$ cat src/rtl/expr_eval.sv
// Serial evaluator for single-digit +, -, * expressions arriving one ASCII character per cycle.
// Multiplication binds tighter: additive terms fold into sum_q, the open product lives in term_q.
module expr_eval #(
    parameter int W = 16
) (
    input  logic         clk,
    input  logic         clr,
    input  logic         in_valid,
    input  logic [7:0]   in,
    output logic         out,
    output logic [W-1:0] value,
    output logic         err
);

    typedef enum logic [1:0] {
        S_IDLE = 2'd0,
        S_NUM  = 2'd1,
        S_OP   = 2'd2,
        S_ERR  = 2'd3
    } state_t;

    typedef enum logic [1:0] {
        P_ADD = 2'd0,
        P_SUB = 2'd1,
        P_MUL = 2'd2
    } pend_t;

    state_t       state_q;
    pend_t        pend_q;
    logic [W-1:0] sum_q;
    logic [W-1:0] term_q;
    logic [W-1:0] value_q;
    logic [W-1:0] term_d;
    logic [W-1:0] dig;
    logic         is_dig;
    logic         is_add;
    logic         is_mul;

    // A character is taken on a rising edge only when in_valid is high; there is no
    // back-pressure, so every valid character is consumed and in is ignored otherwise.
    always_comb begin
        is_dig = (in >= 8'h30) && (in <= 8'h39);
        is_add = (in == 8'h2B) || (in == 8'h2D);
        is_mul = (in == 8'h2A);
        dig    = W'(in[3:0]);
        case (pend_q)
            P_SUB:   term_d = -dig;
            P_MUL:   term_d = term_q * dig;
            default: term_d = dig;
        endcase
    end

    always_ff @(posedge clk or posedge clr) begin
        if (clr) begin
            state_q <= S_IDLE;
            pend_q  <= P_ADD;
            sum_q   <= '0;
            term_q  <= '0;
            value_q <= '0;
        end else if (in_valid) begin
            case (state_q)
                S_IDLE: begin
                    if (is_dig) begin
                        sum_q   <= '0;
                        term_q  <= dig;
                        value_q <= dig;
                        state_q <= S_NUM;
                    end else begin
                        state_q <= S_ERR;
                    end
                end
                S_NUM: begin
                    if (is_add) begin
                        sum_q   <= sum_q + term_q;
                        pend_q  <= (in == 8'h2D) ? P_SUB : P_ADD;
                        state_q <= S_OP;
                    end else if (is_mul) begin
                        pend_q  <= P_MUL;
                        state_q <= S_OP;
                    end else begin
                        // a second digit here would be a multi-digit operand
                        state_q <= S_ERR;
                    end
                end
                S_OP: begin
                    if (is_dig) begin
                        term_q  <= term_d;
                        value_q <= sum_q + term_d;
                        state_q <= S_NUM;
                    end else begin
                        state_q <= S_ERR;
                    end
                end
                S_ERR: state_q <= S_ERR;
                default: state_q <= S_ERR;
            endcase
        end
    end

    assign out   = (state_q == S_NUM);
    assign err   = (state_q == S_ERR);
    assign value = value_q;

endmodule

$ cat config.mk
export PLATFORM = sky130hd
export DESIGN_NAME = expr_eval
export DESIGN_NICKNAME = d
export VERILOG_FILES = /design/src/rtl/expr_eval.sv
export SDC_FILE = /design/constraint.sdc
export NUM_CORES = 1
export LEC_CHECK = 0
export CORE_UTILIZATION = 50
export CTS_BUF_LIST = sky130_fd_sc_hd__clkbuf_16
export DETAILED_ROUTE_END_ITERATION = 10
export HOLD_SLACK_MARGIN = 0.08
export PLACE_DENSITY_LB_ADDON = 0.25
export SYNTH_ARGS = -nofsm -noshare
export SYNTH_HDL_FRONTEND = slang
export SYNTH_SLANG_ARGS = --single-unit
$ cat constraint.sdc
create_clock -name clk -period 7.18 [get_ports clk]
set_input_delay 1.436 -clock clk [delete_from_list [all_inputs] [get_ports clk]]
set_output_delay 1.436 -clock clk [all_outputs]
set_load 0.05 [all_outputs]
Yosys cells after proc, flatten, opt, wreduce, memory -nomap -nowiden

Index checks and enable logic that the tools add are counted.

Bits of input ports: 11
Bits in registers: 52
Output and inout bits: 18

$add $sub $neg: 3
Reduce and logical (&&, ||, !) cells: 10
Mux-type cells: 16
Eq/ne operators: 11
Multipliers: 1
$lt $le $gt $ge: 2

Operator list:

| kind                                                                   | count |
|---|---|
| 16-bit case mux with 2 select lines                                    | 4 |
| 16-bit two-way mux                                                     | 5 |
| 16-bit adder                                                           | 2 |
| 8-bit by 6-bit equality test with 1-bit output (second input constant) | 3 |
| 16-bit by 4-bit multiplier with 16-bit output                          | 1 |
| 4-bit negation with 16-bit output                                      | 1 |
| 8-bit by 6-bit >= comparator with 1-bit output (second input constant) | 1 |
| 8-bit by 6-bit <= comparator with 1-bit output (second input constant) | 1 |
| 4-bit AND reduction                                                    | 2 |
| 2-bit equality test (second input constant)                            | 3 |
| 2-bit two-way mux                                                      | 3 |
| 2-bit case mux with 3 select lines                                     | 1 |
| 2-bit nonzero test                                                     | 3 |
| 2-bit by 1-bit equality test with 1-bit output (second input constant) | 2 |
| 2-bit != test (second input constant)                                  | 2 |
| 1-bit two-way mux                                                      | 3 |
| 3-bit AND reduction                                                    | 1 |
| 2-bit logical NOT                                                      | 1 |
| 2-bit by 1-bit != test with 1-bit output (second input constant)       | 1 |
| 2-bit OR reduction                                                     | 1 |
| 1-bit logical AND                                                      | 1 |
| 1-bit logical OR                                                       | 1 |

Depth between registers and ports, before layout

Depth in word-level cells: 5
Mapped depth: 26

Worst setup path after synthesis

No wires, ideal clock.

Kind: input -> register
From: input in[3]
To: register value_q[15], in the netlist value[15]
Cell stages on the path: 25
Data arrival time: 6.393 ns
Data required time: 7.050 ns
Buffers on the path: 2
Path slack: 0.658 ns
Library setup time: 0.130 ns
Cell sequence: clkbuf_1 -> clkbuf_1 -> and2_1 -> fa_1 -> inv_1 -> fa_1 -> inv_1 -> ha_1 -> nor2b_1 -> o21ai_1 -> a21oi_1 -> o21a_1 -> nor2_1 -> xnor2_1 -> nand2_1 -> a21oi_1 -> ha_1 -> and3_1 -> a221o_1 -> a221o_1 -> maj3_2 -> a21o_1 -> a31oi_2 -> xnor2_1 -> o21ai_1

Longest elaborated chain between the ends: 5

RTL lines:

| item                                                                                               | RTL line | text |
|---|---|---|
| from (decl)                                                                                        | 9        | `input logic [7:0] in,` |
| 16-bit by 4-bit multiplier with 16-bit output or 4-bit negation with 16-bit output (tied branches) | 48, 47   |  |
| 16-bit case mux with 2 select lines                                                                | 46       | `case (pend_q)` |
| 16-bit adder                                                                                       | 88       | `value_q <= sum_q + term_d;` |
| 16-bit two-way mux                                                                                 | 86       | `if (is_dig) begin` |
| 16-bit case mux with 2 select lines                                                                | 61       | `case (state_q)` |
| to (signal assigned)                                                                               | 66       | `value_q <= dig;` |
| to (signal assigned)                                                                               | 88       |  |
| to (decl)                                                                                          | 32       | `logic [W-1:0] value_q;` |

Several ways; a longest one is shown, not always the timed one. The select of a mux whose other input is x is not followed.
A chain may end at the register's enable or synchronous reset.

Final worst setup path

Same ends and word-level chain as after synthesis.

==> results.yml <==
routing:
  vias_per_cell: 5.63
  wl_per_cell_microns: 15.6
  wl_microns: 11900
  vias: 4321
  postRouteAntennaNets: 0
  drt-initial-drc-count: 287
  dr.pass1.iters: 5
  drc: 0
pwr:
  p_int_uw: 450
  powerDensity_nw_per_um2: 105
  sw_frac_of_total_pct: 25.4
  ir_drop_mv: 0.120
  p_seq_share_pct: 49.4
  power_leakage_uw: 0.00287
  p_comb_share_pct: 12.1
  power.switching_uw: 153
  p_clk_share_pct: 38.5
logic_synthesis:
  synthCells: 609
  synth_top_area_cell: "dfrtp_1"
  ys_ff_latch: 52
  synth_area_leaders: "dfrtp_1 (25%), ha_1 (13%), fa_1 (10%)"
  yosysWarnings: 0
  ys.flop_type: "dfrtp_1"
  synth_top_area_share_pct: 25.2
  yosysUniqueCellTypes: 59
  synth_fp_nets: 699
  async_reset_ff_share_pct: 100
  yosysSeqAreaShare_pct: 25.2
  syn_area_per_cell_sq_um: 8.48
  synth-edff-count: 0
  netlist_area_sq_um: 5170
floorplanning:
  die_x_microns: 104
  core_area_sq_um: 9910
  ios: 29
  rows: 36
  start_util_pct: 52.1
  die-area_sq_um: 10700
  die_h_microns: 104
worst_setup_path:
  worstSetupStartpoint: "in[3]"
  path_cells: "clkdlybuf4s50_1, and2_1, fa_1, inv_1, fa_1, inv_1, ha_1, buf_4, inv_1, o21bai_1, xor2_1, nand2_1, a21oi_1, ha_1, o211ai_2, nand2_1, and3_1, a221o_1, a221o_1, maj3_2, a21o_1, a31oi_2, xnor2_1, o21ai_1"
  critPathArrivalTime_ns: 6.98
  crit_type: "input port to flop"
  crit_path_top_delay_cell: "clkdlybuf4s50_1"
  worst-path-buf-inv: 5
  cp-start-kind: "input port"
  crit_fanout: 7
  crit_family: "adder cells"
  critical_path_required_ns: 7.34
  crit_path_frequent_cell: "inv_1"
  slowest_delay_ns: 0.56
  r2r-start: "term_q[1]"
  end_kind: "flop"
sta:
  rsz0062_at_grt: "no"
  slew_headroom_pct: 27.1
  fmax_ghz: 0.147
  finClkSkew_ns: 0.00732
  period_needed_ns: 6.81
  finalHoldViolations: 0
  worst_pin_slew_ns: 1.09
  finalSetupTns_ns: 0
  fin_crit_sh_pct: 94.9
  setup_viol: 0
  drv_slew: 0
  final.setup.worst_slack_ns: 0.365
run_status:
  status: "complete, no violations"
cts:
  cts_made_buffers: 5
  clk_pin_slew_worst_paths_ns: 0.06
  cts_buffer_depth: 2
  clk_latency_ns: 0.30
  htreeDepth: 2
  cts_setup_buffers: 0
  hold_buffers: 0
  cts_tree: "built"
  clkSinkCount: 52
  root_buffer: "clkbuf_16"
  cts_resized: 0
placement:
  portBuffers: 28
  place_ws_ns: 0.0757
  gp_congestion: 0.862
  dp.cells: 759
  place_hpwl_microns: 9400
global_routing:
  use_met1_pct: 33.7
  grt-ovfl-total: 0
  grt-busiest-layer: "met2"
  grt.met2_usage_pct: 37.8
  grt_usage_pct: 23.5
  antenna_found_initial: 0
  grt_max_degree: 53
  grt_pass1_vias: 4321
  grt_pass1_wl_microns: 20800
  globalRouteMet3Util_pct: 2.01
flow_run:
  max_cap_viol_count: 0
finish:
  layout.nets: 723
  diodes: 0
  area_growth_pct: 11.4
  fillers: 914
  drive_gt1_share_pct: 4.26
  finalNonFillerCells: 767
min_path:
  hp-start: "value[2]"
  min_path_type: "flop to flop"
==> worst register-to-register path, cell delays in order (launching register included) <==
cell and delay (ns):
dfrtp_1 0.50, and2_1 0.21, fa_1 0.54, inv_1 0.06, fa_1 0.53, inv_1 0.04
ha_1 0.29, buf_4 0.13, inv_1 0.04, o21bai_1 0.20, xor2_1 0.21, nand2_1 0.07
a21oi_1 0.29, ha_1 0.35, o211ai_2 0.09, nand2_1 0.08, and3_1 0.18, a221o_1 0.35
a221o_1 0.34, maj3_2 0.31, a21o_1 0.21, a31oi_2 0.20, xnor2_1 0.14, o21ai_1 0.07
==> metal layers <==
metal	up-vias	wire [microns]
met3	12	526
met5	-	0
met2	107	5390
met4	0	206
li1	2132	-
met1	2070	5820
==> flip-flops by register name, indices dropped and copies added (netlist names) <==
name / flops
value: 16
sum_q: 16
pend_q: 2
term_q: 16
state_q: 2
==> logic make-up (layout without fill, tap and decap cells) <==
kind of cell	after synthesis	in the layout	synth area share [%]
fa+ha+maj	81	81	23.5
xor+xnor	39	39	6.76
flops	52	52	25.2
simple gates	186	186	17.2
buf+inv	87	112	6.32
compound gates	164	164	21.0
==> cell usage in the layout, fill, tap and decap left out, types with 13 or more instances in the layout <==
cell type / instances
nand2_1: 72
inv_1: 62
ha_1: 52
dfrtp_1: 52
a21oi_1: 45
and2_1: 38
nor2_1: 37
clkdlybuf4s50_1: 28
fa_1: 27
o21ai_0: 25
xnor2_1: 24
a22o_1: 23
xor2_1: 14
a21o_1: 13
==> synth_stat cells (7+ instances only) <==
cell type  number
a21o_1         13
a21oi_1        46
a22o_1         23
and2_1         38
clkbuf_1       20
dfrtp_1        52
fa_1           27
ha_1           52
inv_1          63
nand2_1        72
nand3_1         7
nor2_1         37
o21ai_0        25
o21ai_1        11
xnor2_1        24
xor2_1         14
==> power groups by stage <==
stage	combinational (uW)	clock (uW)	sequential [uW]
after CTS	73.7	236	298
after floorplan	44.9	0	306
after detailed placement	73.1	0	304
after global placement	70.8	0	303
after global routing	82.6	245	298
final	73.2	233	298
==> final cells by class <==
cell class	count	area [sq um]	share of cell area [%]
inverters	65	244	4.24
clock inverters	3	13.8	0.239
clock buffers	5	125	2.17
repair buffers	39	363	6.30
flip-flops and latches	52	1300	22.6
well taps	133	166	2.89
multi-input cells	470	3540	61.5
==> path summary, 6_finish.rpt <==
kind,slack (ns),cells past startpoint,end
max in group asynchronous,4.77,2,sum_q[15]
max reg2reg,1.62,23,value[15]
min reg2reg,0.48,2,value[2]
min in group asynchronous,1.74,2,sum_q[7]
min,0.48,2,value[2]
max,0.37,24,value[15]
==> per-stage QoR <==
step	area (sq um)	total power (uW)	hold slack, ns	utilization, %
after global placement	5610	374	0.463	56.6
after detailed placement	5610	377	0.471	56.6
after floorplan	5170	351	0.477	-
after CTS	5750	608	0.486	58.0
after global routing	5760	626	0.520	58.1
final	5760	604	0.478	58.1
Power figures use the tool's default switching activity.
